--- config.mk ---
export PLATFORM = sky130hd
export DESIGN_NAME = mem_access_unit
export DESIGN_NICKNAME = d
export VERILOG_FILES = /design/src/rtl/mem_access_unit.sv
export SDC_FILE = /design/constraint.sdc
export NUM_CORES = 1
export LEC_CHECK = 0
export ABC_AREA = 0
export BUFFER_PORTS_ARGS = -buffer_cell sky130_fd_sc_hd__buf_2
export CAP_MARGIN = 5
export CORE_MARGIN = 10
export CORE_UTILIZATION = 58
export CTS_BUF_LIST = sky130_fd_sc_hd__clkbuf_4 sky130_fd_sc_hd__clkbuf_8 sky130_fd_sc_hd__clkbuf_16
export DETAILED_ROUTE_END_ITERATION = 6
export GPL_TIMING_DRIVEN = 0
export PLACE_DENSITY = 0.9
export REMOVE_ABC_BUFFERS = 1
export SYNTH_ARGS = -nofsm -noshare
export SYNTH_HDL_FRONTEND = slang
export SYNTH_SLANG_ARGS = --single-unit
--- constraint.sdc ---
create_clock -name clk -period 33.4 [get_ports clk]
set_input_delay 5.01 -clock clk [delete_from_list [all_inputs] [get_ports clk]]
set_output_delay 5.01 -clock clk [all_outputs]
set_load 0.005 [all_outputs]
--- src/rtl/mem_access_unit.sv ---
// Load/store unit: one outstanding data-bus access, with a timeout and a one-entry skid for stalled results.
// Build option: define RVGA_MEM_MISALIGN_TRAP_EN to trap misaligned half/word ops instead of issuing them.
module mem_access_unit #(
    parameter int TIMEOUT_CYCLES = 256,
    parameter bit ZERO_RD_ON_ERR = 1'b1,
    localparam int CW_W = 132
) (
    input  logic            clk,
    input  logic            rst,
    input  logic            stall,
    input  logic [CW_W-1:0] ex_mem_cword,
    input  logic            ex_mem_valid,
    input  logic            ld_unsigned,
    output logic            ex_mem_ready,
    output logic [31:0]     dddr_addr,
    output logic            dddr_read,
    output logic            dddr_write,
    output logic [31:0]     dddr_wdata,
    output logic [3:0]      dddr_byteen,
    input  logic [31:0]     dddr_rdata,
    input  logic            dddr_resp,
    output logic [CW_W-1:0] mem_wb_cword,
    output logic            mem_wb_valid,
    output logic [1:0]      mem_err
);

    // cword layout: [31:0] imm, [63:32] rs1_data, [95:64] rs2_data, [127:96] rd_data,
    // [128] dddr_read, [129] dddr_write, [131:130] dwidth (0 byte, 1 half, 2/3 word)
    localparam logic [1:0] W_BYTE   = 2'd0;
    localparam logic [1:0] W_HALF   = 2'd1;
    localparam logic [1:0] ERR_NONE = 2'd0;
    localparam logic [1:0] ERR_TMO  = 2'd1;
    localparam logic [1:0] ERR_MIS  = 2'd2;
    localparam logic [15:0] TMO_LAST = 16'(TIMEOUT_CYCLES - 1);

    typedef enum logic {IDLE, ACCESS} state_t;
    state_t state_reg, state_next;

    logic [31:0]     op_imm, op_rs1, op_rs2, acc_addr;
    logic            op_read, op_write, op_is_mem, op_store;
    logic [1:0]      op_width;
    logic [31:0]     st_wdata;
    logic [3:0]      st_byteen;
    logic            trap;
    logic            accept, accept_mem, accept_pass, accept_trap;
    logic            resp_done, tmo_hit;

    logic [1:0]      width_reg;
    logic            uns_reg, is_rd_reg, is_wr_reg;
    logic [CW_W-1:0] cword_reg;
    logic [15:0]     tmo_cnt_reg;

    logic [31:0]     ld_shifted, ld_data;
    logic            res_valid;
    logic [CW_W-1:0] res_cword;
    logic [1:0]      res_err;

    logic            skid_valid_reg;
    logic [CW_W-1:0] skid_cword_reg;
    logic [1:0]      skid_err_reg;

    assign op_imm    = ex_mem_cword[31:0];
    assign op_rs1    = ex_mem_cword[63:32];
    assign op_rs2    = ex_mem_cword[95:64];
    assign op_read   = ex_mem_cword[128];
    assign op_write  = ex_mem_cword[129];
    assign op_width  = ex_mem_cword[131:130];
    assign op_is_mem = op_read | op_write;
    assign op_store  = op_write & ~op_read;
    assign acc_addr  = op_imm + op_rs1;

    // Per-lane store data replication and byte-enable decode.
    generate
        for (genvar gi = 0; gi < 4; gi++) begin : g_lane
            assign st_wdata[8*gi +: 8] = (op_width == W_BYTE) ? op_rs2[7:0] :
                                         (op_width == W_HALF) ? op_rs2[8*(gi%2) +: 8] :
                                                                op_rs2[8*gi +: 8];
            assign st_byteen[gi] = (op_width == W_BYTE) ? (acc_addr[1:0] == 2'(gi)) :
                                   (op_width == W_HALF) ? (acc_addr[1] == (gi >= 2)) :
                                                          1'b1;
        end
    endgenerate

`ifdef RVGA_MEM_MISALIGN_TRAP_EN
    assign trap = op_is_mem & (((op_width == W_HALF) & acc_addr[0]) |
                               (op_width[1] & (acc_addr[1:0] != 2'b00)));
`else
    assign trap = 1'b0;
`endif

    assign accept      = ex_mem_ready & ex_mem_valid;
    assign accept_mem  = accept & op_is_mem & ~trap;
    assign accept_trap = accept & op_is_mem & trap;
    assign accept_pass = accept & ~op_is_mem;
    assign resp_done   = (state_reg == ACCESS) & dddr_resp;
    assign tmo_hit     = (state_reg == ACCESS) & ~dddr_resp & (tmo_cnt_reg == TMO_LAST);

    always_ff @(posedge clk or posedge rst) begin
        if (rst) begin
            state_reg <= IDLE;
        end else begin
            state_reg <= state_next;
        end
    end

    always_comb begin
        state_next = state_reg;
        case (state_reg)
            IDLE:    if (accept_mem) state_next = ACCESS;
            ACCESS:  if (resp_done || tmo_hit) state_next = IDLE;
            default: state_next = IDLE;
        endcase
    end

    // Strobes stay up through the response cycle and fall with the timeout edge.
    always_comb begin
        ex_mem_ready = (state_reg == IDLE) & ~stall & ~rst & ~skid_valid_reg;
        dddr_read    = (state_reg == ACCESS) & is_rd_reg;
        dddr_write   = (state_reg == ACCESS) & is_wr_reg;
    end

    always_ff @(posedge clk or posedge rst) begin
        if (rst) begin
            dddr_addr   <= '0;
            dddr_wdata  <= '0;
            dddr_byteen <= '0;
            width_reg   <= '0;
            uns_reg     <= 1'b0;
            is_rd_reg   <= 1'b0;
            is_wr_reg   <= 1'b0;
            cword_reg   <= '0;
            tmo_cnt_reg <= '0;
        end else if (accept_mem) begin
            dddr_addr   <= acc_addr;
            dddr_wdata  <= st_wdata;
            dddr_byteen <= op_store ? st_byteen : 4'b0000;
            width_reg   <= op_width;
            uns_reg     <= ld_unsigned;
            is_rd_reg   <= op_read;
            is_wr_reg   <= op_store;
            cword_reg   <= ex_mem_cword;
            tmo_cnt_reg <= '0;
        end else if (state_reg == ACCESS && !dddr_resp && !tmo_hit) begin
            tmo_cnt_reg <= tmo_cnt_reg + 16'd1;
        end
    end

    assign ld_shifted = dddr_rdata >> {addr_lsb(dddr_addr), 3'b000};

    function automatic logic [1:0] addr_lsb(input logic [31:0] a);
        return a[1:0];
    endfunction

    always_comb begin
        case (width_reg)
            W_BYTE:  ld_data = {{24{~uns_reg & ld_shifted[7]}}, ld_shifted[7:0]};
            W_HALF:  ld_data = {{16{~uns_reg & ld_shifted[15]}}, ld_shifted[15:0]};
            default: ld_data = ld_shifted;
        endcase
    end

    always_comb begin
        res_valid = 1'b0;
        res_cword = cword_reg;
        res_err   = ERR_NONE;
        if (accept_pass) begin
            res_valid = 1'b1;
            res_cword = ex_mem_cword;
        end else if (accept_trap) begin
            res_valid = 1'b1;
            res_cword = ex_mem_cword;
            res_err   = ERR_MIS;
            if (op_read && ZERO_RD_ON_ERR) res_cword[127:96] = '0;
        end else if (resp_done) begin
            res_valid = 1'b1;
            if (is_rd_reg) res_cword[127:96] = ld_data;
        end else if (tmo_hit) begin
            res_valid = 1'b1;
            res_err   = ERR_TMO;
            if (is_rd_reg && ZERO_RD_ON_ERR) res_cword[127:96] = '0;
        end
    end

    // A result produced under stall parks in the skid; ready stays low until it drains.
    always_ff @(posedge clk or posedge rst) begin
        if (rst) begin
            mem_wb_cword   <= '0;
            mem_wb_valid   <= 1'b0;
            mem_err        <= ERR_NONE;
            skid_valid_reg <= 1'b0;
            skid_cword_reg <= '0;
            skid_err_reg   <= ERR_NONE;
        end else if (!stall) begin
            if (skid_valid_reg) begin
                mem_wb_cword   <= skid_cword_reg;
                mem_err        <= skid_err_reg;
                mem_wb_valid   <= 1'b1;
                skid_valid_reg <= 1'b0;
            end else if (res_valid) begin
                mem_wb_cword <= res_cword;
                mem_err      <= res_err;
                mem_wb_valid <= 1'b1;
            end else begin
                mem_wb_valid <= 1'b0;
            end
        end else if (res_valid) begin
            skid_cword_reg <= res_cword;
            skid_err_reg   <= res_err;
            skid_valid_reg <= 1'b1;
        end
    end

endmodule
==> results of run 1 <==
[final cells by class]
type	instances	area, µm²	share of cell area [%]
sequential	479	12000	43.5
multi-input combinational	1931	10600	38.3
timing repair buffer	401	2510	9.09
clock buffer	71	1460	5.29
tap	525	657	2.38
clock inverter	21	305	1.11
inverter	17	71.3	0.259
antenna	10	25.0	0.0908
[cells in the final DEF, fill, tap and decap left out, types with 5 or more instances in the layout]
cell type  instances
bufinv_16          7
inv_1             16
diode_2           10
o21ai_1          106
dfrtp_1          478
buf_16            15
o211ai_1          32
clkbuf_16         50
xnor2_1           17
and3_1            13
buf_2            374
o21a_1             8
and2_1             8
o32a_1            16
o221ai_1          10
nand2b_1          13
mux2_2            30
nor2b_1            6
nand3_1           31
a21o_1             8
nand3b_1           8
clkbuf_4          13
xor2_1            19
ha_1              32
nor3_1             9
o21bai_1           5
a21oi_1          166
mux2i_1          161
nor2_1           172
nand4_1           11
buf_12            10
nand2_1          760
a211oi_1          11
clkinv_2           9
clkbuf_8           8
o21ai_0          213
[where the power goes]
part / internal (mW) / switching, mW / leakage (nW)
sequential: 0.770 / 0.129 / 6.14
combinational: 0.219 / 0.296 / 6.38
clock: 0.359 / 0.237 / 0.888
total: 1.35 / 0.662 / 13.4
[synthesized netlist by cell type, drive strengths merged (8+ instances only)]
library cell / number
xor2: 19
ha: 32
inv: 17
a21oi: 167
o32a: 16
nor3: 9
o211ai: 32
o221ai: 10
o21ai: 320
nand4: 11
a211oi: 12
dfrtp: 479
mux2i: 161
nor2: 173
mux2: 30
nand2b: 14
nand2: 760
and3: 14
o21a: 8
nand3: 33
nand3b: 8
a21o: 8
buf: 87
xnor2: 17
and2: 8
clkbuf: 106
[cells by family after synthesis]
family / share of synthesized area [%]
and+or+nand+nor: 18.2
AOI/OAI and AO/OA: 15.1
DFF: 50.9
buffers and inverters: 4.34
muxes: 8.28
xor gates and xnor gates: 1.34
adders and majority gates: 1.79
other: 0.0159
[per-layer routing]
layer	share of wire, %	wire, µm	up-vias
li1	-	-	9430
met1	38	26800	10100
met3	8.8	6180	209
met4	4.3	3010	8
met2	49	34000	1018
met5	0.074	52	-
[path summary, 6_finish.rpt]
check | end | start
setup / recovery | ex_mem_ready | stall
hold / removal | cword_reg[11] | cword_reg[11]
setup reg to reg | mem_wb_cword[114] | dddr_addr[1]
hold reg to reg | cword_reg[11] | cword_reg[11]
max in group asynchronous | mem_wb_cword[30] | rst
min in group asynchronous | cword_reg[99] | rst
[per-stage QoR]
stage	instances	hold WS, ns	worst slack [ns]
6_report	3455	0.474	22.63
5_1_grt	3448	0.495	22.60
4_1_cts	3443	0.476	22.64
3_5_place_dp	3351	0.462	22.65
3_3_place_gp	3326	0.456	10.08
2_1_floorplan	2427	0.444	15.03
[worst max-delay path: stages]
cell and delay [ns]:
buf_2 0.19, nor4_4 0.35, buf_2 0.21
==> flow_summary.json, run 1 <==
{
  "critical_path_class": "in -> out",
  "wl_per_cell_um": 20.3,
  "r2r_setup_slack_ns": 29.96,
  "cts_hold_buffers": 0,
  "synth_area_mm2": 0.0235,
  "rsz0062_at_grt": "false",
  "synthTopCellsByArea": "dfrtp_1 51%, nand2_1 12%, mux2i_1 6.8%",
  "status": "complete, no violations",
  "synth.avg_cell_area_um2": 8.98,
  "core_mm2": 0.0399,
  "maxSlewHeadroom_pct": 29.2,
  "gr-usage-met2_pct": 45.5,
  "grt_first_pass_wirelength_um": 111000,
  "clockBufferDepth": 3,
  "critical_path_required_ns": 28.39,
  "use_met3_pct": 6.82,
  "grt_max_degree": 139,
  "hpwl_um": 47300,
  "fin_crit_sh_pct": 32.3,
  "gp_congestion": 0.934,
  "wirelength_um": 70000,
  "post_dp_cell_area_mm2": 0.0257,
  "p_per_area_mw_per_mm2": 72.9,
  "drc": 0,
  "synth_edf_count": 0,
  "cts.sinks": 479,
  "synth_cells": 2620,
  "path_max_fanout": 9,
  "grt_pass1_vias": 20800,
  "vias": 20700,
  "tns_ns": 0,
  "cts_tree": "built",
  "cts_root_buffer": "clkbuf_16",
  "final_util_pct": 69.1,
  "drtPass1Iterations": 6,
  "ys.flop_type": "dfrtp_1",
  "finalInstanceArea_mm2": 0.0276,
  "yosysUniqueCellTypes": 70,
  "async_reset_ff_share_pct": 100,
  "final-hold-violation-count": 0,
  "layout.nets": 3083,
  "post_cts_resized": 0,
  "p_leak_nw": 13.4,
  "synth_top_area_share_pct": 50.9,
  "ant_nets": 0,
  "worst_pin_slew_ns": 1.06,
  "finalSetupViolations": 0,
  "max-vdd-ir-drop_mv": 0.0543,
  "post-cts-setup-buffers": 0,
  "rows": 73,
  "fin_crit_ns": 10.77,
  "drt-vias-per-instance": 6.00,
  "use_met1_pct": 33.2,
  "io_buffers": 374,
  "fill_cells": 2841,
  "cts.htree.levels": 2,
  "start_util_pct": 59.0,
  "cp-start-kind": "input port",
  "initialDrtViolationCount": 2083,
  "dieWidth_um": 221,
  "hold_path_depth": 2,
  "ys_ff_latch": 479,
  "top_usage_layer": "met2",
  "grt.total_usage_pct": 27.4,
  "crit_arrival_ns": 5.76,
  "die_area_mm2": 0.0490,
  "io_pins": 376,
  "maxCapViolations": 0,
  "finClkSkew_ns": 0.0239,
  "hp-class": "reg -> reg",
  "die_h_um": 221,
  "cts-buffers-inserted": 50,
  "finalMaxSlewViolations": 0,
  "r2r_cells": 7,
  "ys_warn_count": 0,
  "overflow": 0,
  "end_kind": "output port",
  "layout-drive-gt1-share_pct": 18.9,
  "path_clk_slew_ns": 0.06,
  "antenna_found_initial": 10,
  "seq_area_frac_synth_pct": 50.9,
  "yosys.area.top_type": "dfrtp_1",
  "power_mw": 2.01,
  "clkLatencyLatePin_ns": 0.60,
  "area_growth_pct": 17.2,
  "fmax_ghz": 0.0928
}
Note: power is estimated with default switching activity, not from simulation.
==> inputs of run 2 (changes only) <==
- ABC_AREA: 0 -> 1
- clock period: 33.4 -> 10.3 ns (I/O delays scaled with it)
==> run 2 against run 1 <==
  * Synthesized cell count is 30% higher
  * Clock power rose to 3.2 times the previous value
  * Final cell count increased by 24%
  * Via count grew 16%
  * Area after synthesis increased by 7.4%
  * Global-route usage rose by 1.6 points
  * Die area grew 6.7%
  * Critical path type is now in -> reg
  * Critical endpoint is now mem_wb_cword[93]
  * Largest power group unchanged
==> flow_summary.json, run 2 <==
{
  "power_mw": 8.11,
  "post-cts-setup-buffers": 0,
  "die_h_um": 229,
  "post_dp_cell_area_mm2": 0.0273,
  "synth_edf_count": 0,
  "gp_congestion": 0.935,
  "drc": 0,
  "tns_ns": 0,
  "final_common_cell": "nand2_1",
  "die_area_mm2": 0.0523,
  "synth_cells": 3400,
  "p_leak_nw": 15.5,
  "fin_crit_sh_pct": 47.3,
  "synthTopCellsByArea": "dfrtp_1 47%, nand2_1 18%, o21ai_0 7.5%",
  "ant_nets": 0,
  "cts-buffers-inserted": 51,
  "layout_common_cells": "1,244 x nand2_1, 478 x dfrtp_1, 378 x o21ai_0",
  "hpwl_um": 52400,
  "finalSetupViolations": 0,
  "final_util_pct": 67.6,
  "cts.htree.levels": 2,
  "critical_path_required_ns": 10.76,
  "vias": 24000,
  "path_clk_slew_ns": 0.06,
  "drt-vias-per-instance": 5.60,
  "grt.total_usage_pct": 29.0,
  "cts_root_buffer": "clkbuf_16",
  "rsz0062_at_grt": "false",
  "p_per_area_mw_per_mm2": 279,
  "finalInstanceArea_mm2": 0.0291,
  "fmax_ghz": 0.205,
  "grt_pass1_vias": 23400,
  "finalMaxSlewViolations": 0,
  "numPlacedInstances": 4181,
  "ys_top_cells_by_count": "1,244 x nand2_1, 479 x dfrtp_1, 378 x o21ai_0, 352 x inv_1, 201 x nor2_1",
  "ys_warn_count": 0,
  "whs_ns": 0.470,
  "maxSlewHeadroom_pct": 10.4,
  "core_mm2": 0.0431,
  "layout-drive-gt1-share_pct": 14.4,
  "cp-start-kind": "input port",
  "grt_max_degree": 156,
  "ys_ff_latch": 479,
  "finalWorstSetupSlack_ns": 5.43,
  "critical_path_class": "in -> reg",
  "antenna_found_initial": 17,
  "synth.avg_cell_area_um2": 7.43,
  "cts_hold_buffers": 0,
  "dp_slack_ns": 4.84,
  "maxCapViolations": 0,
  "synth_area_mm2": 0.0253,
  "final-hold-violation-count": 0,
  "r2r-start": "skid_valid_reg",
  "layout.nets": 3852,
  "wirelength_um": 77700,
  "dieWidth_um": 229,
  "startpoint": "dddr_resp",
  "area_growth_pct": 15.3,
  "fill_cells": 3424,
  "hold_path_depth": 2,
  "ys.flop_type": "dfrtp_1",
  "worst_pin_slew_ns": 1.34,
  "initialDrtViolationCount": 2803,
  "yosys.area.top_type": "dfrtp_1",
  "cts_tree": "built",
  "drtPass1Iterations": 7,
  "overflow": 0,
  "ff_latch_area_mm2": 0.0120,
  "min-delay-start": "mem_wb_cword[8]",
  "status": "complete, no violations",
  "max-vdd-ir-drop_mv": 0.187,
  "io_buffers": 374,
  "path_max_fanout": 118,
  "yosysUniqueCellTypes": 45,
  "end_kind": "flip-flop",
  "clockBufferDepth": 3,
  "hp-class": "reg -> reg",
  "wl_per_cell_um": 18.1,
  "crit_arrival_ns": 5.33,
  "synth_top_area_share_pct": 47.4,
  "post_cts_resized": 0,
  "async_reset_ff_share_pct": 100,
  "synth.most_common_cell": "nand2_1",
  "io_pins": 376,
  "fin_cells": 4283,
  "seq_area_frac_synth_pct": 47.4,
  "clkLatencyLatePin_ns": 0.59,
  "r2r_cells": 11,
  "start_util_pct": 58.7,
  "rows": 76,
  "fin_crit_ns": 4.87,
  "grt_first_pass_wirelength_um": 125000,
  "finClkSkew_ns": 0.00845,
  "cts.sinks": 479,
  "multi_input_area_mm2": 0.0109
}
## run 2: critical path, cell delays in order
cell,delay (ns)
buf_2,0.11
nand2_2,0.60
inv_2,0.49
nor2_8,0.33
nand2_2,0.08
inv_2,0.10
nand2_4,0.08
nand2_8,0.35
clkinv_4,1.00
o211ai_1,0.43
nand2_1,0.10
## run 2: layer usage
metal / up-vias / GRT usage (%) / wire length, µm / part of all wire (%)
met5: - / 0 / 139 / 0.18
met4: 22 / 13.8 / 3670 / 4.7
met3: 256 / 7.62 / 7960 / 10
met2: 1196 / 48.1 / 36500 / 47
met1: 11200 / 34.8 / 29400 / 38
li1: 11300 / - / - / -
## run 2: cell families after synthesis
logic type,after synthesis,synth area share (%)
simple gates,1692,26.9
compound gates,616,13.8
buf+inv,555,9.32
flops,479,47.4
fa+ha+maj,33,1.66
xor+xnor,24,0.832
other cells,1,0.0148
## run 2: final cells by class
type / instances / share of cell area (%)
Multi-Input combinational cell: 2366 / 37.6
Inverter: 360 / 4.73
Clock inverter: 18 / 0.717
Tap cell: 585 / 2.51
Timing Repair Buffer: 391 / 7.81
Antenna cell: 9 / 0.0773
Clock buffer: 75 / 5.40
Sequential cell: 479 / 41.2
## run 2: worst paths after layout
check	slack (ns)	end
worst max-delay path	5.43	mem_wb_cword[93]
worst min-delay path	0.47	mem_wb_cword[8]
worst max register to register	5.83	skid_cword_reg[122]
worst min register to register	0.47	mem_wb_cword[8]
max in group asynchronous	7.99	dddr_wdata[6]
min in group asynchronous	1.15	is_wr_reg
## run 2: power breakdown
part | internal (mW) | switching [mW]
logic | 1.06 | 1.84
clock network | 1.16 | 0.777
registers | 2.75 | 0.529
